### src/rtl/input_conditioner_pkg.sv
// Shared constants and types for the switch/button input conditioner.
//   SW_WIDTH          board switch count
//   DEBOUNCE_DEFAULT  10 ms at 100 MHz
//   DEBOUNCE_SIM      short debounce window used by benches
//   db_out_t          per-bit conditioned outputs (level + edge pulses)
package input_conditioner_pkg;

  localparam int SW_WIDTH         = 16;
  localparam int DEBOUNCE_DEFAULT = 1_000_000;
  localparam int DEBOUNCE_SIM     = 4;

  typedef struct packed {
    logic level;
    logic rise;
    logic fall;
  } db_out_t;

  // A one-cycle window still needs a 1-bit counter to stay a legal vector.
  function automatic int cnt_width(input int cycles);
    return (cycles > 1) ? $clog2(cycles) : 1;
  endfunction

endpackage

### src/rtl/input_conditioner_debounce_bit.sv
// Single-bit synchroniser + debouncer + edge detector.
//   clk, rstn : clock, async active-low reset
//   raw       : asynchronous pin input
//   out       : registered debounced level and one-cycle rise/fall pulses
//   accept    : combinational "level changes at this edge" strobe, used by
//               the parent to register changed_o alongside the pulses
module debounce_bit
  import input_conditioner_pkg::*;
#(
  parameter int   SYNC_STAGES     = 2,
  parameter int   DEBOUNCE_CYCLES = DEBOUNCE_DEFAULT,
  parameter logic RESET_VAL       = 1'b0
) (
  input  logic    clk,
  input  logic    rstn,
  input  logic    raw,
  output db_out_t out,
  output logic    accept
);

  localparam int            CW      = cnt_width(DEBOUNCE_CYCLES);
  localparam logic [CW-1:0] CNT_MAX = CW'(DEBOUNCE_CYCLES - 1);

  logic [SYNC_STAGES-1:0] sync_r;
  logic                   sync_q;
  logic [CW-1:0]          cnt;
  logic                   level_q, rise_q, fall_q;
  logic                   pending;

  assign sync_q  = sync_r[SYNC_STAGES-1];
  assign pending = (sync_q != level_q);
  // Counter saturates at CNT_MAX by construction: reaching it while pending
  // always accepts and clears, so no wrap is possible.
  assign accept  = pending && (cnt == CNT_MAX);

  always_ff @(posedge clk or negedge rstn) begin
    if (!rstn) begin
      sync_r  <= {SYNC_STAGES{RESET_VAL}};
      cnt     <= '0;
      level_q <= RESET_VAL;
      rise_q  <= 1'b0;
      fall_q  <= 1'b0;
    end else begin
      sync_r <= {sync_r[SYNC_STAGES-2:0], raw};
      rise_q <= accept &&  sync_q;
      fall_q <= accept && !sync_q;
      if (accept) begin
        level_q <= sync_q;
        cnt     <= '0;
      end else if (pending) begin
        cnt <= cnt + 1'b1;
      end else begin
        // Input returned to the accepted level: drop the partial count.
        cnt <= '0;
      end
    end
  end

  assign out.level = level_q;
  assign out.rise  = rise_q;
  assign out.fall  = fall_q;

endmodule

### src/rtl/input_conditioner.sv
// Conditions WIDTH asynchronous switch/button inputs for the control logic.
//   clk, rstn : clock, async active-low reset
//   raw_i     : raw pin inputs (asynchronous)
//   level_o   : debounced levels (registered)
//   rise_o    : one-cycle 0->1 pulses (registered)
//   fall_o    : one-cycle 1->0 pulses (registered)
//   changed_o : OR of all pulses, aligned with them (registered)
// SYNC_STAGES must be >= 2 and DEBOUNCE_CYCLES >= 1.
module input_conditioner
  import input_conditioner_pkg::*;
#(
  parameter int               WIDTH           = SW_WIDTH,
  parameter int               SYNC_STAGES     = 2,
  parameter int               DEBOUNCE_CYCLES = DEBOUNCE_DEFAULT,
  parameter logic [WIDTH-1:0] RESET_VAL       = '0
) (
  input  logic             clk,
  input  logic             rstn,
  input  logic [WIDTH-1:0] raw_i,
  output logic [WIDTH-1:0] level_o,
  output logic [WIDTH-1:0] rise_o,
  output logic [WIDTH-1:0] fall_o,
  output logic             changed_o
);

  db_out_t          bit_out [WIDTH];
  logic [WIDTH-1:0] accept;
  logic             changed_q;

  for (genvar g = 0; g < WIDTH; g++) begin : g_bit
    debounce_bit #(
      .SYNC_STAGES     (SYNC_STAGES),
      .DEBOUNCE_CYCLES (DEBOUNCE_CYCLES),
      .RESET_VAL       (RESET_VAL[g])
    ) u_bit (
      .clk    (clk),
      .rstn   (rstn),
      .raw    (raw_i[g]),
      .out    (bit_out[g]),
      .accept (accept[g])
    );
    assign level_o[g] = bit_out[g].level;
    assign rise_o[g]  = bit_out[g].rise;
    assign fall_o[g]  = bit_out[g].fall;
  end

  // Registered from the per-bit accept strobes (not from the pulse flops) so
  // it lands in the same cycle as rise_o/fall_o rather than one later.
  always_ff @(posedge clk or negedge rstn) begin
    if (!rstn) changed_q <= 1'b0;
    else       changed_q <= |accept;
  end

  assign changed_o = changed_q;

endmodule

### config.mk
export PLATFORM = sky130hd
export DESIGN_NAME = input_conditioner
export DESIGN_NICKNAME = d
export VERILOG_FILES = /design/src/rtl/input_conditioner_pkg.sv /design/src/rtl/input_conditioner_debounce_bit.sv /design/src/rtl/input_conditioner.sv
export SDC_FILE = /design/constraint.sdc
export NUM_CORES = 1
export LEC_CHECK = 0
export CORE_MARGIN = 8
export CORE_UTILIZATION = 40
export DETAILED_ROUTE_END_ITERATION = 6
export HOLD_SLACK_MARGIN = 0.15
export PLACE_DENSITY = 0.62
export SYNTH_ARGS = -nofsm -noshare
export SYNTH_HDL_FRONTEND = slang
export SYNTH_SLANG_ARGS = --single-unit
export TNS_END_PERCENT = 100
### constraint.sdc
create_clock -name clk -period 3.8 [get_ports clk]
set_input_delay 0.76 -clock clk [delete_from_list [all_inputs] [get_ports clk]]
set_output_delay 0.76 -clock clk [all_outputs]
set_load 0.01 [all_outputs]
==> qor.txt, run 1 <==
H-Tree Level Count: 2
FMAX: 0.430 GHz
Drt first pass iters: 4
ANT nets after route: 0
Mean number of vias per cell: 4.89
Crit Path Class: reg -> out
Core area: 45000 µm²
Cts repair resizes: 0
# Post-CTS Setup Buffers: 0
Vias: 11800
CTS buffer count: 44
Row cnt: 78
Crit start category: flop
# hold bufs at CTS: 0
CTS tree: done
Die H: 229 µm
Ratio of final minimum period to clock period: 0.613
Global placement routability congestion: 0.770
Fin nets: 1821
Design Area, Final: 20600 µm²
Synth area leaders: dfrtp_1 (55%), xor2_1 (9.3%), nor2_1 (7.8%)
CTS Sinks: 401
M3 GR Usage: 0.0246
Initial Util: 0.402
RSZ-0062 raised after global routing: no
Yosys reg bits: 401
Hpwl dp: 21400 µm
Top Family by Delay on Critical Path: buffers and inverters
R2R Setup Slk: 1.50 ns
# DRC: 0
# diodes: 0
Syn Nets: 1780
Crit path buf inv count: 1
Crit-path cells: clkdlybuf4s50_1
Total grt overflow: 0
Status: complete, no violations
Mean Syn Cell Area: 10.4 µm²
# setup viols final: 0
Placed cell area: 19100 µm²
Sequential element share of the synthesized area: 0.555
Clk Latency, worst-skew pair: 0.56 ns
Final max-slew violation count: 0
Clk buf depth: 3
GRT busiest layer: met2
Met1 GRT Util: 0.167
Arrival time at the worst endpoint: 1.57 ns
Setup slack after layout: 1.47 ns
CP max stage cell: clkdlybuf4s50_1
Setup TNS: 0 ns
WL per Instance: 13.4 µm
Top FF cell, synth: dfrtp_1
Clk_skew: 0.0114 ns
Pwr dens: 435 nW/µm²
Reg-to-Reg Start: g_bit[2].u_bit.cnt[8]
Critical Path RT: 3.04 ns
Initial DRC count: 680
Max VDD drop: 304 µV
Commonest non-fill, non-tap cells in the layout: dfrtp_1 (401), nor2_1 (375), xor2_1 (193)
Post-place setup slack: 1.51 ns
Initial antenna violation count: 0
DIE AREA: 52300 µm²
Syn Inst Count: 1746
Fin. Hold Viols: 0
CTS Root Buffer Type: clkbuf_16
Met2 GRT Util: 0.205
Post-synth ARST share: 1.00
Largest net degree at the start of global routing: 92
Vias in the first global route: 12100
Rel. slew slack: 0.433
Layout overhead on the synthesized area: 13.8%
Worst Setup End Kind: primary output
YS warnings: 0
Max Fanout on Critical Path: 3
Measured slew at the worst slew-check pin: 0.842 ns
R2R depth: 5
FF-to-FF End: g_bit[2].u_bit.cnt[13]
Post-layout minimum cycle time: 2.33 ns
Max-cap check violation count: 0
Share of Yosys cell area claimed by the top area cell type: 0.555
Power, Total: 8.95 mW
Total GRT Usage: 0.126
Area leader, netlist: dfrtp_1
Layout cell share with drive strength beyond 1: 0.0534
DIE WIDTH: 229 µm
Hold crit path type: in -> async
Netlist cell types: 40
Reg clk slew, reported paths: 0.06 ns
IO Count: 67
Port bufs: 66
WL final: 32500 µm
Post-synth EDFFs: 0
Leading cell type in the layout, fill and taps excluded: dfrtp_1
First-pass GRT wire length: 57400 µm
Post-Syn Area: 18100 µm²
P_leak: 9.04 nW
CP max stage delay: 0.57 ns
## logic make-up (layout without fill, tap and decap cells)
family / after synthesis / in the layout / share of synthesized area
buffers and inverters: 112 / 184 / 0.0351
DFF: 401 / 401 / 0.555
xor gates and xnor gates: 302 / 302 / 0.147
AOI/OAI and AO/OA: 15 / 15 / 0.00574
and+or+nand+nor: 893 / 893 / 0.242
muxes: 7 / 7 / 0.00436
adders and majority gates: 16 / 16 / 0.0111
## state kept, by name, summed over array words and instances (netlist names)
name and count:
g_bit.u_bit.cnt 320, g_bit.u_bit.rise_q 16, changed_o 1, g_bit.u_bit.fall_q 16, g_bit.u_bit.level_q 16, g_bit.u_bit.sync_r 32
## synthesized netlist by cell type (4+ instances only)
cell type,count
dfrtp_1,401
nor2_1,375
xor2_1,193
nand3_1,126
xnor2_1,108
nand2_1,104
nand4_1,68
buf_4,52
and3_1,50
inv_1,31
and4_1,30
nor4_1,27
nor4b_1,22
nor3_1,21
clkbuf_1,19
ha_1,16
and2_1,15
nand2b_1,14
nor2b_1,10
a21o_1,9
buf_2,9
mux2_2,7
or3_1,7
nor3b_1,5
or2_2,5
nand4b_1,4
## routing by layer
layer	part of all wire	wire (µm)
met1	0.48	15600
met2	0.46	14900
met3	0.036	1160
met4	0.026	847
met5	0	0
## worst max-delay path by stage
stage | startpoint | to | slack (ns) | cells past startpoint
finish | g_bit[6].u_bit.level_q | level_o[6] | 1.47 | 1
global route | g_bit[9].u_bit.cnt[0] | g_bit[9].u_bit.cnt[16] | 1.25 | 7
CTS | g_bit[6].u_bit.level_q | level_o[6] | 1.42 | 1
detailed placement | g_bit[2].u_bit.cnt[8] | g_bit[2].u_bit.cnt[13] | 1.51 | 5
global placement | g_bit[2].u_bit.cnt[8] | g_bit[2].u_bit.cnt[4] | 1.51 | 5
floorplan | g_bit[9].u_bit.cnt[0] | g_bit[9].u_bit.cnt[10] | 1.92 | 8
## metrics by stage
step	instances	utilization	hold WS, ns
after global routing	2418	0.457	0.293
after global placement	2341	0.425	0.334
after CTS	2418	0.457	0.256
final	2418	0.457	0.242
after floorplan	1746	-	0.331
after detailed placement	2341	0.425	0.335
## power breakdown
group	switching (mW)	internal, mW	leakage (nW)	total (mW)
Sequential	0.0548	4.33	5.49	4.38
Clock	1.69	2.62	0.719	4.31
Combinational	0.179	0.0768	2.83	0.256
Total	1.92	7.02	9.04	8.95
## layout make-up
class / count / area [µm²]
well taps: 600 / 751
clock buffers: 63 / 1280
repair buffers: 76 / 778
clock inverters: 14 / 186
fillers: 4159 / 24400
inverters: 31 / 116
multi-input cells: 1233 / 7430
flip-flops and latches: 401 / 10000
Note: power is estimated with default switching activity, not from simulation.
==> run 2, diff against run 1 <==
==> constraint.sdc (replaced) <==
create_clock -name clk -period 2.2 [get_ports clk]
set_input_delay 0.44 -clock clk [delete_from_list [all_inputs] [get_ports clk]]
set_output_delay 0.44 -clock clk [all_outputs]
set_load 0.01 [all_outputs]
==> run 2 against run 1 <==
Compared with the run above:
- cell count increased by 1.9%
- die area is the same
- hold slack improved by 0.063 ns
- first-iteration DRC count grew 5.4%
- combinational power rose by 92%
- clock skew up 0.0035 ns
- wire length is 2.3% higher
- setup slack lost 1.3 ns
- critical path depth increased by 5
- power up 84%
- largest cell class unchanged
- largest power group is now clock
==> qor.txt, run 2 (synthesized netlist as in run 1, its figures left out) <==
Status: complete, no violations
IO Count: 67
Worst Setup End Kind: flop
Crit start category: flop
Hold crit path type: in -> reg
Power, Total: 16.5 mW
Port bufs: 66
Leading cell type in the layout, fill and taps excluded: dfrtp_1
Global placement routability congestion: 0.782
Vias in the first global route: 12300
Crit Path Class: reg -> reg
Critical Path RT: 2.64 ns
DIE AREA: 52300 µm²
WL per Instance: 13.5 µm
Fin Hold WS: 0.305 ns
CTS Root Buffer Type: clkbuf_16
Clk buf depth: 3
Initial Util: 0.402
Fin. Hold Viols: 0
Total GRT Usage: 0.129
Clk_skew: 0.0149 ns
Total grt overflow: 0
DIE WIDTH: 229 µm
# diodes: 0
Reg clk slew, reported paths: 0.06 ns
Largest net degree at the start of global routing: 61
Initial DRC count: 717
CTS tree: done
# setup viols final: 0
Final max-slew violation count: 0
Core area: 45000 µm²
Largest regs: g_bit.u_bit.cnt: 320 flops, g_bit.u_bit.sync_r: 32 flops
Arrival time at the worst endpoint: 2.46 ns
Max reg flops: 320
H-Tree Level Count: 2
Vias: 12100
Max VDD drop: 575 µV
# DRC: 0
Measured slew at the worst slew-check pin: 0.624 ns
Mean number of vias per cell: 4.89
Register bank with the most flops: g_bit.u_bit.cnt
Post-layout minimum cycle time: 2.03 ns
Commonest non-fill, non-tap cells in the layout: dfrtp_1 (401), nor2_1 (375), xor2_1 (193)
Layout overhead on the synthesized area: 17.2%
CTS buffer count: 45
Fin nets: 1862
Die H: 229 µm
Layout cell share with drive strength beyond 1: 0.0810
Rel. slew slack: 0.580
FMAX: 0.494 GHz
Max Fanout on Critical Path: 19
CTS Sinks: 401
Pwr dens: 777 nW/µm²
Row cnt: 78
Hpwl dp: 21900 µm
RSZ-0062 raised after global routing: no
P_leak: 9.39 nW
Drt first pass iters: 5
WL final: 33200 µm
Clk Latency, worst-skew pair: 0.57 ns
# Post-CTS Setup Buffers: 0
ANT nets after route: 0
Initial antenna violation count: 0
Ratio of final minimum period to clock period: 0.921
First-pass GRT wire length: 58700 µm
Max-cap check violation count: 0
## run 2: layout make-up
class                      instances  area (µm²)
sequential                       401       10000
clock buffer                      57        1290
multi-input combinational       1233        7450
fill                            4074       23800
tap                              600         751
timing repair buffer             116        1160
clock inverter                    26         404
inverter                          31         116
## run 2: what timing repair did
item | CTS | global route
setup endpoints to repair | 18 | 49
gates resized for setup | 1 | 4
endpoints found under the hold margin | 44 | 0
hold buffers | 1 | 0
## run 2: path summary, 6_finish.rpt
check,start,slack [ns],to,cells after the start
hold / removal,raw_i[2],0.30,g_bit[2].u_bit.sync_r[0],1
max in group asynchronous,rstn,1.08,g_bit[8].u_bit.cnt[19],3
setup reg to reg,g_bit[4].u_bit.cnt[7],0.17,g_bit[4].u_bit.cnt[8],6
setup / recovery,g_bit[4].u_bit.cnt[7],0.17,g_bit[4].u_bit.cnt[8],6
min in group asynchronous,rstn,0.44,g_bit[7].u_bit.cnt[8],2
hold reg to reg,g_bit[14].u_bit.sync_r[0],0.34,g_bit[14].u_bit.sync_r[1],0
## run 2: metrics by stage
step	instance area, µm²	utilization	worst slack (ns)	instances	TNS (ns)
2_1_floorplan	18100	-	0.324	1746	0
3_3_place_gp	19500	0.433	-0.0243	2380	-0.336
3_5_place_dp	19500	0.433	-0.0194	2380	-0.0636
4_1_cts	21200	0.471	0.0224	2464	0
5_1_grt	21200	0.471	0.000401	2464	0
6_report	21200	0.471	0.175	2464	0
## run 2: metal layers
metal | track usage | part of all wire | routed length, µm
met1 | 0.170 | 0.47 | 15700
met2 | 0.210 | 0.47 | 15600
met3 | 0.0307 | 0.038 | 1270
met4 | 0.0381 | 0.023 | 751
met5 | 0 | 0 | 0
## run 2: worst max-delay path: stages (launching register included)
cell	delay (ns)
dfrtp_1	0.41
nor4_1	0.34
nand3_1	0.10
or4_1	0.58
buf_4	0.19
nand2_4	0.19
nor2_1	0.09
## run 2: report_power, final
part	total, mW	leakage, nW	internal (mW)	switching, mW
Sequential	7.58	5.49	7.48	0.0972
Clock	8.42	0.837	5.34	3.07
Combinational	0.492	3.06	0.170	0.321
Total	16.5	9.39	13.0	3.49
==> run 3, diff against run 2 <==
--- a/config.mk
+++ b/config.mk
@@ -6,10 +6,10 @@
 export NUM_CORES = 1
 export LEC_CHECK = 0
 export CORE_MARGIN = 8
-export CORE_UTILIZATION = 40
+export CORE_UTILIZATION = 58
 export DETAILED_ROUTE_END_ITERATION = 6
 export HOLD_SLACK_MARGIN = 0.15
-export PLACE_DENSITY = 0.62
+export PLACE_DENSITY = 0.82
 export SYNTH_ARGS = -nofsm -noshare
 export SYNTH_HDL_FRONTEND = slang
 export SYNTH_SLANG_ARGS = --single-unit
==> run 3 against run 2 <==
Compared with the run above:
- sequential power is essentially flat
- combinational power shrank 4.5%
- non-clock buffer count shrank 14
- hold slack gained 0.042 ns
- first-iteration DRC count grew 6.8%
- cell count shrank 9.2%
- sequential cell count is the same
- design area shrank 3.2%
- sequential share of layout area grew 1.5 points
- largest power group is now sequential cells
==> qor.txt, run 3 (synthesized netlist as in run 1, its figures left out) <==
Pwr dens: 742 nW/µm²
CTS buffer count: 42
Final max-slew violation count: 0
Crit start category: flop
CP max stage delay: 0.46 ns
Top Family by Delay on Critical Path: simple AND/OR/NAND/NOR gates
Largest regs: g_bit.u_bit.cnt: 320 flops, g_bit.u_bit.sync_r: 32 flops
Placed cell area: 19100 µm²
Max-cap check violation count: 0
Layout overhead on the synthesized area: 13.5%
FMAX: 0.478 GHz
Commonest non-fill, non-tap cells in the layout: dfrtp_1 (401), nor2_1 (375), xor2_1 (193)
CTS Root Buffer Type: clkbuf_16
Measured slew at the worst slew-check pin: 0.653 ns
Total grt overflow: 0
Setup TNS: 0 ns
# DRC: 0
FF+latch area: 10000 µm²
Setup slack after layout: 0.108 ns
Die H: 193 µm
H-Tree Level Count: 2
Status: complete, no violations
Hold crit path type: reg -> reg
Global placement routability congestion: 0.816
Initial DRC count: 766
Multi-input logic area: 7460 µm²
Clk Latency, worst-skew pair: 0.53 ns
IO Count: 67
CTS Sinks: 401
Critical Path RT: 2.59 ns
Power, Total: 15.2 mW
Clk buf depth: 3
Crit path buf inv count: 0
Max reg flops: 320
Layout cell share with drive strength beyond 1: 0.0690
Clk_skew: 0.0188 ns
WL per Instance: 14.9 µm
ANT nets after route: 0
Drt first pass iters: 5
# setup viols final: 0
Fin nets: 1845
Design Area, Final: 20500 µm²
Vias in the first global route: 12400
DIE WIDTH: 193 µm
Worst Setup End Kind: flop
Initial Util: 0.590
Rel. slew slack: 0.561
Core area: 30700 µm²
DIE AREA: 37100 µm²
Reg clk slew, reported paths: 0.06 ns
First-pass GRT wire length: 58100 µm
Hpwl dp: 22200 µm
Post-place setup slack: 0.0924 ns
FILL cells: 2269
Vias: 12100
Post-layout minimum cycle time: 2.09 ns
Ratio of final minimum period to clock period: 0.951
Leading cell type in the layout, fill and taps excluded: dfrtp_1
Max Fanout on Critical Path: 4
Row cnt: 64
Arrival time at the worst endpoint: 2.48 ns
P_leak: 9.17 nW
Crit Path Class: reg -> reg
Port bufs: 66
Largest net degree at the start of global routing: 72
Initial antenna violation count: 0
CP max stage cell: or3_1
Most frequent CP cell: nor2_1
Max VDD drop: 632 µV
# diodes: 0
WL final: 33400 µm
Total GRT Usage: 0.185
Register bank with the most flops: g_bit.u_bit.cnt
CTS tree: done
Crit-path cells: ha_1 > nand3_1 > nor2_1 > and4_1 > nor2_1 > nand4b_1 > or3_1
Mean number of vias per cell: 5.42
Fin. Hold Viols: 0
==> run 3: changes by cell type in the layout (fill, tap and decap cells not counted), sizes merged <==
cell      delta
clkinv       -6
buf         -14
clkinvlp     -1
clkbuf       +4
bufinv       -6
==> run 3: layout make-up <==
class                   count  area share
flip-flops and latches    401       0.489
multi-input cells        1233       0.363
clock buffers              61      0.0611
repair buffers            102      0.0487
well taps                 396      0.0241
clock inverters            13     0.00835
inverters                  31     0.00567
==> run 3: per-stage QoR <==
stage | hold WS [ns] | util | cells
6_report | 0.347 | 0.670 | 2237
5_1_grt | 0.335 | 0.670 | 2237
4_1_cts | 0.326 | 0.668 | 2236
3_5_place_dp | 0.335 | 0.621 | 2161
3_3_place_gp | 0.331 | 0.621 | 2161
2_1_floorplan | 0.144 | - | 1746
==> run 3: path summary, 6_finish.rpt <==
path	from	slack, ns	endpoint	cells after the start
setup / recovery	g_bit[8].u_bit.cnt[0]	0.11	changed_o	7
hold / removal	g_bit[5].u_bit.sync_r[0]	0.35	g_bit[5].u_bit.sync_r[1]	0
setup reg to reg	g_bit[8].u_bit.cnt[0]	0.11	changed_o	7
hold reg to reg	g_bit[5].u_bit.sync_r[0]	0.35	g_bit[5].u_bit.sync_r[1]	0
max in group asynchronous	rstn	1.01	g_bit[14].u_bit.sync_r[0]	3
min in group asynchronous	rstn	0.46	g_bit[3].u_bit.cnt[0]	2
==> run 3: what timing repair did <==
| item | 4_1_cts | 5_1_grt |
|---|---|---|
| endpoints found under the setup margin | 0 | 30 |
| gates resized for setup | 0 | 8 |
| hold buffers | 1 | 0 |
| buffers inserted | 0 | 1 |
| hold endpoints to repair | 46 | 0 |
==> run 3: routing by layer <==
| layer | wire, µm | GRT usage | vias up | share of wire |
|---|---|---|---|---|
| li1 | - | - | 5904 | - |
| met1 | 15100 | 0.243 | 6003 | 0.45 |
| met2 | 16400 | 0.312 | 163 | 0.49 |
| met3 | 1110 | 0.0302 | 51 | 0.033 |
| met4 | 837 | 0.0576 | 0 | 0.025 |
| met5 | 0 | 0 | - | 0 |
==> run 3: power breakdown <==
group	leakage (nW)	switching [mW]	total (mW)	internal, mW
Clock	0.706	2.78	7.19	4.41
Combinational	2.97	0.317	0.470	0.153
Sequential	5.49	0.0954	7.57	7.48
Total	9.17	3.19	15.2	12.0
